===== src/rtl/cpaf_pkg.sv =====
`default_nettype none
// +----------------------------------------------------------------------+
// | cpaf_pkg: shared widths, saturation bounds and FIFO entry type       |
// | Rev 1.0                                                              |
// +----------------------------------------------------------------------+
package cpaf_pkg;

    localparam int C_W      = 71;
    localparam int SUM_W    = 36;
    localparam int CARRY_W  = 35;
    localparam int SPLIT    = 18;
    localparam int OUT_W    = 8;
    localparam int HI_W     = SUM_W - SPLIT;

    localparam int INT8_MAX = 127;
    localparam int INT8_MIN = -128;

    typedef struct packed {
        logic             propagate;
        logic [OUT_W-1:0] data;
    } result_entry_t;

endpackage
`default_nettype wire


===== src/rtl/cpaf_sync_fifo.sv =====
`default_nettype none
// +----------------------------------------------------------------------+
// | cpaf_sync_fifo: registered-output synchronous FIFO, no fall-through  |
// | Rev 1.0                                                              |
// +----------------------------------------------------------------------+
module cpaf_sync_fifo #(
    parameter int WIDTH = 9,
    parameter int DEPTH = 4
) (
    input  logic                     clk,
    input  logic                     rst_n,
    input  logic                     i_push,
    input  logic [WIDTH-1:0]         i_wdata,
    input  logic                     i_pop,
    output logic [WIDTH-1:0]         o_rdata,
    output logic [$clog2(DEPTH):0]   o_count,
    output logic                     o_full,
    output logic                     o_empty
);

    localparam int            AW       = $clog2(DEPTH);
    localparam logic [AW:0]   FULL_CNT = (AW+1)'(DEPTH);

    logic [WIDTH-1:0] mem_q [DEPTH];
    logic [WIDTH-1:0] mem_d [DEPTH];
    logic [AW-1:0]    wr_ptr_q, wr_ptr_d;
    logic [AW-1:0]    rd_ptr_q, rd_ptr_d;
    logic [AW:0]      count_q, count_d;
    logic             push_ok, pop_ok;

    always_comb begin
        pop_ok   = i_pop && (count_q != '0);
        // A full FIFO still takes a push when the head leaves in the same cycle
        push_ok  = i_push && ((count_q != FULL_CNT) || pop_ok);
        mem_d    = mem_q;
        if (push_ok) begin
            mem_d[wr_ptr_q] = i_wdata;
        end
        wr_ptr_d = wr_ptr_q + AW'(push_ok);
        rd_ptr_d = rd_ptr_q + AW'(pop_ok);
        count_d  = count_q + (AW+1)'(push_ok) - (AW+1)'(pop_ok);
    end

    always_ff @(posedge clk) begin
        if (!rst_n) begin
            for (int i = 0; i < DEPTH; i++) begin
                mem_q[i] <= '0;
            end
            wr_ptr_q <= '0;
            rd_ptr_q <= '0;
            count_q  <= '0;
        end else begin
            mem_q    <= mem_d;
            wr_ptr_q <= wr_ptr_d;
            rd_ptr_q <= rd_ptr_d;
            count_q  <= count_d;
        end
    end

    assign o_rdata = mem_q[rd_ptr_q];
    assign o_count = count_q;
    assign o_full  = (count_q == FULL_CNT);
    assign o_empty = (count_q == '0);

endmodule
`default_nettype wire


===== src/rtl/cpaf_result_resolver.sv =====
`default_nettype none
// +----------------------------------------------------------------------+
// | cpaf_result_resolver: carry-save resolve, round-shift, int8 saturate |
// | Rev 1.0                                                              |
// +----------------------------------------------------------------------+
module cpaf_result_resolver
    import cpaf_pkg::*;
#(
    parameter int DEPTH = 4
) (
    input  logic                   CLK,
    input  logic                   RST,
    input  logic [C_W-1:0]         io_in_c,
    input  logic                   io_in_valid,
    input  logic [4:0]             io_in_control_shift,
    input  logic                   io_in_control_propagate,
    output logic [OUT_W-1:0]       out_data,
    output logic                   out_propagate,
    output logic                   out_valid,
    input  logic                   out_ready,
    output logic [$clog2(DEPTH):0] fifo_count,
    output logic                   overflow_err
);

    localparam int                    ENT_W   = $bits(result_entry_t);
    localparam logic signed [SUM_W:0] SAT_MAX = (SUM_W+1)'(INT8_MAX);
    localparam logic signed [SUM_W:0] SAT_MIN = (SUM_W+1)'(INT8_MIN);

    logic [SUM_W-1:0]   sum_in;
    logic [CARRY_W-1:0] carry_in;
    logic [SPLIT:0]     lo_sum;
    logic [HI_W-1:0]    hi_sum;

    logic               s1_valid_q, s1_valid_d;
    logic [SPLIT-1:0]   s1_lo_q, s1_lo_d;
    logic               s1_cout_q, s1_cout_d;
    logic [HI_W-1:0]    s1_sum_hi_q, s1_sum_hi_d;
    logic [HI_W-1:0]    s1_carry_hi_q, s1_carry_hi_d;
    logic [4:0]         s1_shift_q, s1_shift_d;
    logic               s1_prop_q, s1_prop_d;

    logic               s2_valid_q, s2_valid_d;
    logic [SUM_W-1:0]   s2_r_q, s2_r_d;
    logic [4:0]         s2_shift_q, s2_shift_d;
    logic               s2_prop_q, s2_prop_d;

    logic signed [SUM_W:0] r_ext, bias, rounded, t_val;

    logic               s3_valid_q, s3_valid_d;
    result_entry_t      s3_entry_q, s3_entry_d;
    logic               overflow_q, overflow_d;

    logic               fifo_full, fifo_empty, fifo_pop;
    logic [ENT_W-1:0]   fifo_rdata;
    result_entry_t      head;

    assign sum_in   = io_in_c[SUM_W-1:0];
    assign carry_in = io_in_c[C_W-1:SUM_W];

    always_comb begin
        lo_sum        = {1'b0, sum_in[SPLIT-1:0]} + {1'b0, carry_in[SPLIT-1:0]};
        s1_valid_d    = io_in_valid;
        s1_lo_d       = lo_sum[SPLIT-1:0];
        s1_cout_d     = lo_sum[SPLIT];
        s1_sum_hi_d   = sum_in[SUM_W-1:SPLIT];
        s1_carry_hi_d = {carry_in[CARRY_W-1], carry_in[CARRY_W-1:SPLIT]};
        s1_shift_d    = io_in_control_shift;
        s1_prop_d     = io_in_control_propagate;

        hi_sum        = s1_sum_hi_q + s1_carry_hi_q + HI_W'(s1_cout_q);
        s2_valid_d    = s1_valid_q;
        s2_r_d        = {hi_sum, s1_lo_q};
        s2_shift_d    = s1_shift_q;
        s2_prop_d     = s1_prop_q;

        // One guard bit above R keeps the half-LSB bias from overflowing
        r_ext   = {s2_r_q[SUM_W-1], s2_r_q};
        bias    = (s2_shift_q == 5'd0) ? '0
                : ((SUM_W+1)'(1) << (s2_shift_q - 5'd1));
        rounded = r_ext + bias;
        t_val   = rounded >>> s2_shift_q;

        s3_valid_d           = s2_valid_q;
        s3_entry_d.propagate = s2_prop_q;
        if (t_val > SAT_MAX) begin
            s3_entry_d.data = OUT_W'(INT8_MAX);
        end else if (t_val < SAT_MIN) begin
            s3_entry_d.data = OUT_W'(INT8_MIN);
        end else begin
            s3_entry_d.data = t_val[OUT_W-1:0];
        end

        overflow_d = overflow_q | (s3_valid_q & fifo_full & ~fifo_pop);
    end

    always_ff @(posedge CLK) begin
        if (!RST) begin
            s1_valid_q    <= 1'b0;
            s1_lo_q       <= '0;
            s1_cout_q     <= 1'b0;
            s1_sum_hi_q   <= '0;
            s1_carry_hi_q <= '0;
            s1_shift_q    <= '0;
            s1_prop_q     <= 1'b0;
            s2_valid_q    <= 1'b0;
            s2_r_q        <= '0;
            s2_shift_q    <= '0;
            s2_prop_q     <= 1'b0;
            s3_valid_q    <= 1'b0;
            s3_entry_q    <= '0;
            overflow_q    <= 1'b0;
        end else begin
            s1_valid_q    <= s1_valid_d;
            s1_lo_q       <= s1_lo_d;
            s1_cout_q     <= s1_cout_d;
            s1_sum_hi_q   <= s1_sum_hi_d;
            s1_carry_hi_q <= s1_carry_hi_d;
            s1_shift_q    <= s1_shift_d;
            s1_prop_q     <= s1_prop_d;
            s2_valid_q    <= s2_valid_d;
            s2_r_q        <= s2_r_d;
            s2_shift_q    <= s2_shift_d;
            s2_prop_q     <= s2_prop_d;
            s3_valid_q    <= s3_valid_d;
            s3_entry_q    <= s3_entry_d;
            overflow_q    <= overflow_d;
        end
    end

    assign fifo_pop = ~fifo_empty & out_ready;

    cpaf_sync_fifo #(
        .WIDTH (ENT_W),
        .DEPTH (DEPTH)
    ) u_fifo (
        .clk     (CLK),
        .rst_n   (RST),
        .i_push  (s3_valid_q),
        .i_wdata (s3_entry_q),
        .i_pop   (fifo_pop),
        .o_rdata (fifo_rdata),
        .o_count (fifo_count),
        .o_full  (fifo_full),
        .o_empty (fifo_empty)
    );

    assign head          = result_entry_t'(fifo_rdata);
    assign out_data      = head.data;
    assign out_propagate = head.propagate;
    assign out_valid     = ~fifo_empty;
    assign overflow_err  = overflow_q;

endmodule
`default_nettype wire


===== config.mk =====
export PLATFORM = sky130hd
export DESIGN_NAME = cpaf_result_resolver
export DESIGN_NICKNAME = d
export VERILOG_FILES = /design/src/rtl/cpaf_pkg.sv /design/src/rtl/cpaf_sync_fifo.sv /design/src/rtl/cpaf_result_resolver.sv
export SDC_FILE = /design/constraint.sdc
export NUM_CORES = 1
export LEC_CHECK = 0
export CELL_PAD_IN_SITES_DETAIL_PLACEMENT = 1
export CELL_PAD_IN_SITES_GLOBAL_PLACEMENT = 2
export CORE_MARGIN = 2
export CORE_UTILIZATION = 39
export CTS_CLUSTER_DIAMETER = 60
export DETAILED_ROUTE_END_ITERATION = 10
export PLACE_DENSITY_LB_ADDON = 0.1
export SKIP_LAST_GASP = 1
export SYNTH_ARGS = -nofsm -noshare
export SYNTH_HDL_FRONTEND = slang
export SYNTH_SLANG_ARGS = --single-unit

===== constraint.sdc =====
create_clock -name CLK -period 7.8 [get_ports CLK]
set_clock_uncertainty 0.05 [all_clocks]
set_input_delay 1.56 -clock CLK [delete_from_list [all_inputs] [get_ports CLK]]
set_output_delay 1.56 -clock CLK [all_outputs]
set_load 0.1 [all_outputs]

==> impl_metrics.env <==
export IMPL_cp_data_arrival_time_ns=7.16
export IMPL_startpoint_type="flip-flop"
export IMPL_p_seq_frac=0.374
export IMPL_multi_input_area_um2=8440
export IMPL_rows=64
export IMPL_maxSlewViolCount=0
export IMPL_clock_latency_ns=0.45
export IMPL_hpwl_um=33100
export IMPL_post_route_drc_count=0
export IMPL_holdWs_ns=0.383
export IMPL_routed_wl_um=42700
export IMPL_period_share=0.884
export IMPL_ys_flop_type="dfxtp_1"
export IMPL_synth_area_per_cell_um2=8.25
export IMPL_ant_nets=0
export IMPL_swShare=0.350
export IMPL_port_buffer_count=94
export IMPL_ys_seq_area_frac=0.260
export IMPL_firstDrtPassIters=5
export IMPL_drive_gt1_frac=0.0894
export IMPL_slew_headroom=0.289
export IMPL_cts_repair_resized=0
export IMPL_fmax_ghz=0.145
export IMPL_power_leakage_nw=5.68
export IMPL_layout_common_cells="182 x nor2_1, 158 x dfxtp_1, 98 x a21oi_1"
export IMPL_overflow=0
export IMPL_hold_violations=0
export IMPL_ctsHoldBuffers=0
export IMPL_drt_initial_drc_count=845
export IMPL_clkTransAtPathRegs_ns=0.07
export IMPL_cts_tree="done"
export IMPL_synthAdderAreaFrac=0.0802
export IMPL_yosys_cell_types_count=101
export IMPL_pwr_share_comb=0.282
export IMPL_ys_ff_latch=158
export IMPL_antenna_found_initial=0
export IMPL_cts_sinks=158
export IMPL_grt_pass1_vias=11600
export IMPL_htreeDepth=4
export IMPL_top_level_ports=95
export IMPL_hp_class="reg2reg"
export IMPL_detail_route_wl_per_cell_um=22.1
export IMPL_die_height_um=181
export IMPL_crit_path_end_kind="flip-flop"
export IMPL_place_congestion=0.913
export IMPL_ys_warn_count=0
export IMPL_p_int_mw=1.60
export IMPL_vdd_ir_drop_max_uv=271
export IMPL_grt_pass1_wl_um=67100
export IMPL_dieWidth_um=181
export IMPL_synth_top_family_by_area="compound AO/OA/AOI/OAI gates"
export IMPL_cp_data_required_time_ns=8.06
export IMPL_cts_made_buffers=17
export IMPL_grt_max_degree=77
export IMPL_power_share_clock=0.344
export IMPL_critPathKind="reg2reg"
export IMPL_cts_setup_buffers=0
export IMPL_syn_area_um2=12200
export IMPL_via_count=11600
export IMPL_setup_viol=0
export IMPL_regArea_um2=3160
export IMPL_rsz0062_at_grt="no"
export IMPL_syn_to_final_growth_pct=14.6
export IMPL_synthMuxAreaShare=0.115
export IMPL_routed_via_density=6.00
export IMPL_fin_area_um2=14000
export IMPL_syn_inst=1476
export IMPL_cts_root_buffer="clkbuf_16"
export IMPL_coreArea_um2=30700
export IMPL_p_per_area_nw_per_um2=176
export IMPL_synth_simple_area_share=0.220
export IMPL_fin_setup_tns_ns=0
export IMPL_tightest_slew_ns=1.06
export IMPL_nNetsFinal=1675
export IMPL_maxCapViolCount=0
export IMPL_synth_edf_count=0
export IMPL_outcome="finished, final reports clean"
export IMPL_synth_xor_area_frac=0.0330
export IMPL_start_util=0.397
export IMPL_syn_nets=1632
export IMPL_clock_path_buffers=2
export IMPL_layout_commonest_cell="nor2_1"
export IMPL_period_needed_ns=6.89
export IMPL_dieArea_um2=32600
export IMPL_place_area_um2=13400
export IMPL_grt_total_usage=0.261
export IMPL_async_flop_share=0
export IMPL_fillers=3655
export IMPL_p_sw_mw=0.859
export IMPL_critPathMaxFanout=14
export IMPL_finalCoreUtilization=0.455
export IMPL_synth_compound_area_share=0.245
layer usage:
layer / vias up / share of wire / global-route usage
met5: - / 0 / 0
met4: 0 / 0.019 / 0.0729
met3: 52 / 0.050 / 0.0366
met2: 320 / 0.45 / 0.417
met1: 5694 / 0.48 / 0.366
li1: 5502 / - / -
power groups by stage:
stage               logic (mW)  registers [mW]  clock network (mW)
detailed placement       0.688           0.938                   0
CTS                      0.692           0.920               0.869
global placement         0.682           0.936                   0
finish                   0.693           0.920               0.844
global route             0.755           0.927               0.900
floorplan                0.469           0.940                   0
state kept, by name, summed over array words and instances, names as in the netlist, 2 cells and up:
register and cells:
s1_sum_hi_q 18, u_fifo.rd_ptr_q 2, s2_shift_q 5, u_fifo.wr_ptr_q 2, s1_carry_hi_q 17, s1_lo_q 18
s3_entry_q 9, s1_shift_q 5, s2_r_q 36, u_fifo.o_count 3, u_fifo.mem_q 36
metrics by stage:
stage	total power [mW]	std cells	setup WS (ns)
2_1_floorplan	1.41	1476	2.51
3_3_place_gp	1.62	1896	1.05
3_5_place_dp	1.63	1896	1.12
4_1_cts	2.48	1928	1.12
5_1_grt	2.58	1928	0.497
6_report	2.46	1929	0.907
cells in the mapped netlist, drive strengths merged, types with 12 or more instances:
| master | count | area [um2] |
|---|---|---|
| a2111oi | 16 | 190 |
| a211oi | 28 | 230 |
| a21o | 22 | 165 |
| a21oi | 104 | 558 |
| a221oi | 12 | 135 |
| and2 | 91 | 569 |
| and3 | 16 | 100 |
| buf | 36 | 188 |
| clkbuf | 53 | 199 |
| dfxtp | 158 | 3160 |
| ha | 70 | 876 |
| inv | 49 | 184 |
| mux2i | 75 | 763 |
| mux4 | 24 | 541 |
| nand2 | 96 | 360 |
| nand2b | 13 | 81.3 |
| nand3 | 40 | 200 |
| nand4 | 15 | 93.8 |
| nor2 | 183 | 689 |
| nor3 | 45 | 230 |
| o211ai | 20 | 160 |
| o21ai | 75 | 402 |
| o22ai | 12 | 81.3 |
| or3 | 13 | 86.3 |
| xnor2 | 25 | 219 |
| xor2 | 20 | 183 |
critical path: stages, from the launching register on:
cell       delay (ns)
dfxtp_1          0.53
nor2_1           0.90
nand2_1          0.37
nor2_1           0.28
ha_1             0.24
inv_1            0.07
fa_1             0.40
nand2b_1         0.20
a21oi_1          0.33
o21ai_1          0.18
a21oi_2          0.41
or2_0            0.37
xor2_1           0.14
mux4_2           0.56
a221oi_2         0.49
o211ai_1         0.23
a2111oi_2        0.26
nand4_1          0.20
o31ai_4          0.43
a21oi_1          0.12
worst paths after layout:
kind            startpoint       endpoint  slack (ns)  cells past startpoint
max          s2_shift_q[3]  s3_entry_q[2]        0.91                     19
min            s1_lo_q[10]     s2_r_q[10]        0.38                      1
max reg2reg  s2_shift_q[3]  s3_entry_q[2]        0.91                     19
min reg2reg    s1_lo_q[10]     s2_r_q[10]        0.38                      1
kinds of logic (layout without fill, tap and decap cells):
logic type,after synthesis,in the layout
compound gates,403,403
buf+inv,139,195
simple gates,548,548
xor+xnor,45,45
other cells,1,2
flops,158,158
mux,107,107
fa+ha+maj,75,75
cell type report:
cell class,instances,area share
multi-input combinational,1179,0.605
tap,396,0.0355
antenna,1,0.000179
sequential,158,0.227
timing repair buffer,113,0.0773
inverter,50,0.0135
clock buffer,19,0.0317
clock inverter,13,0.0104
(Power assumes the default switching activity.)
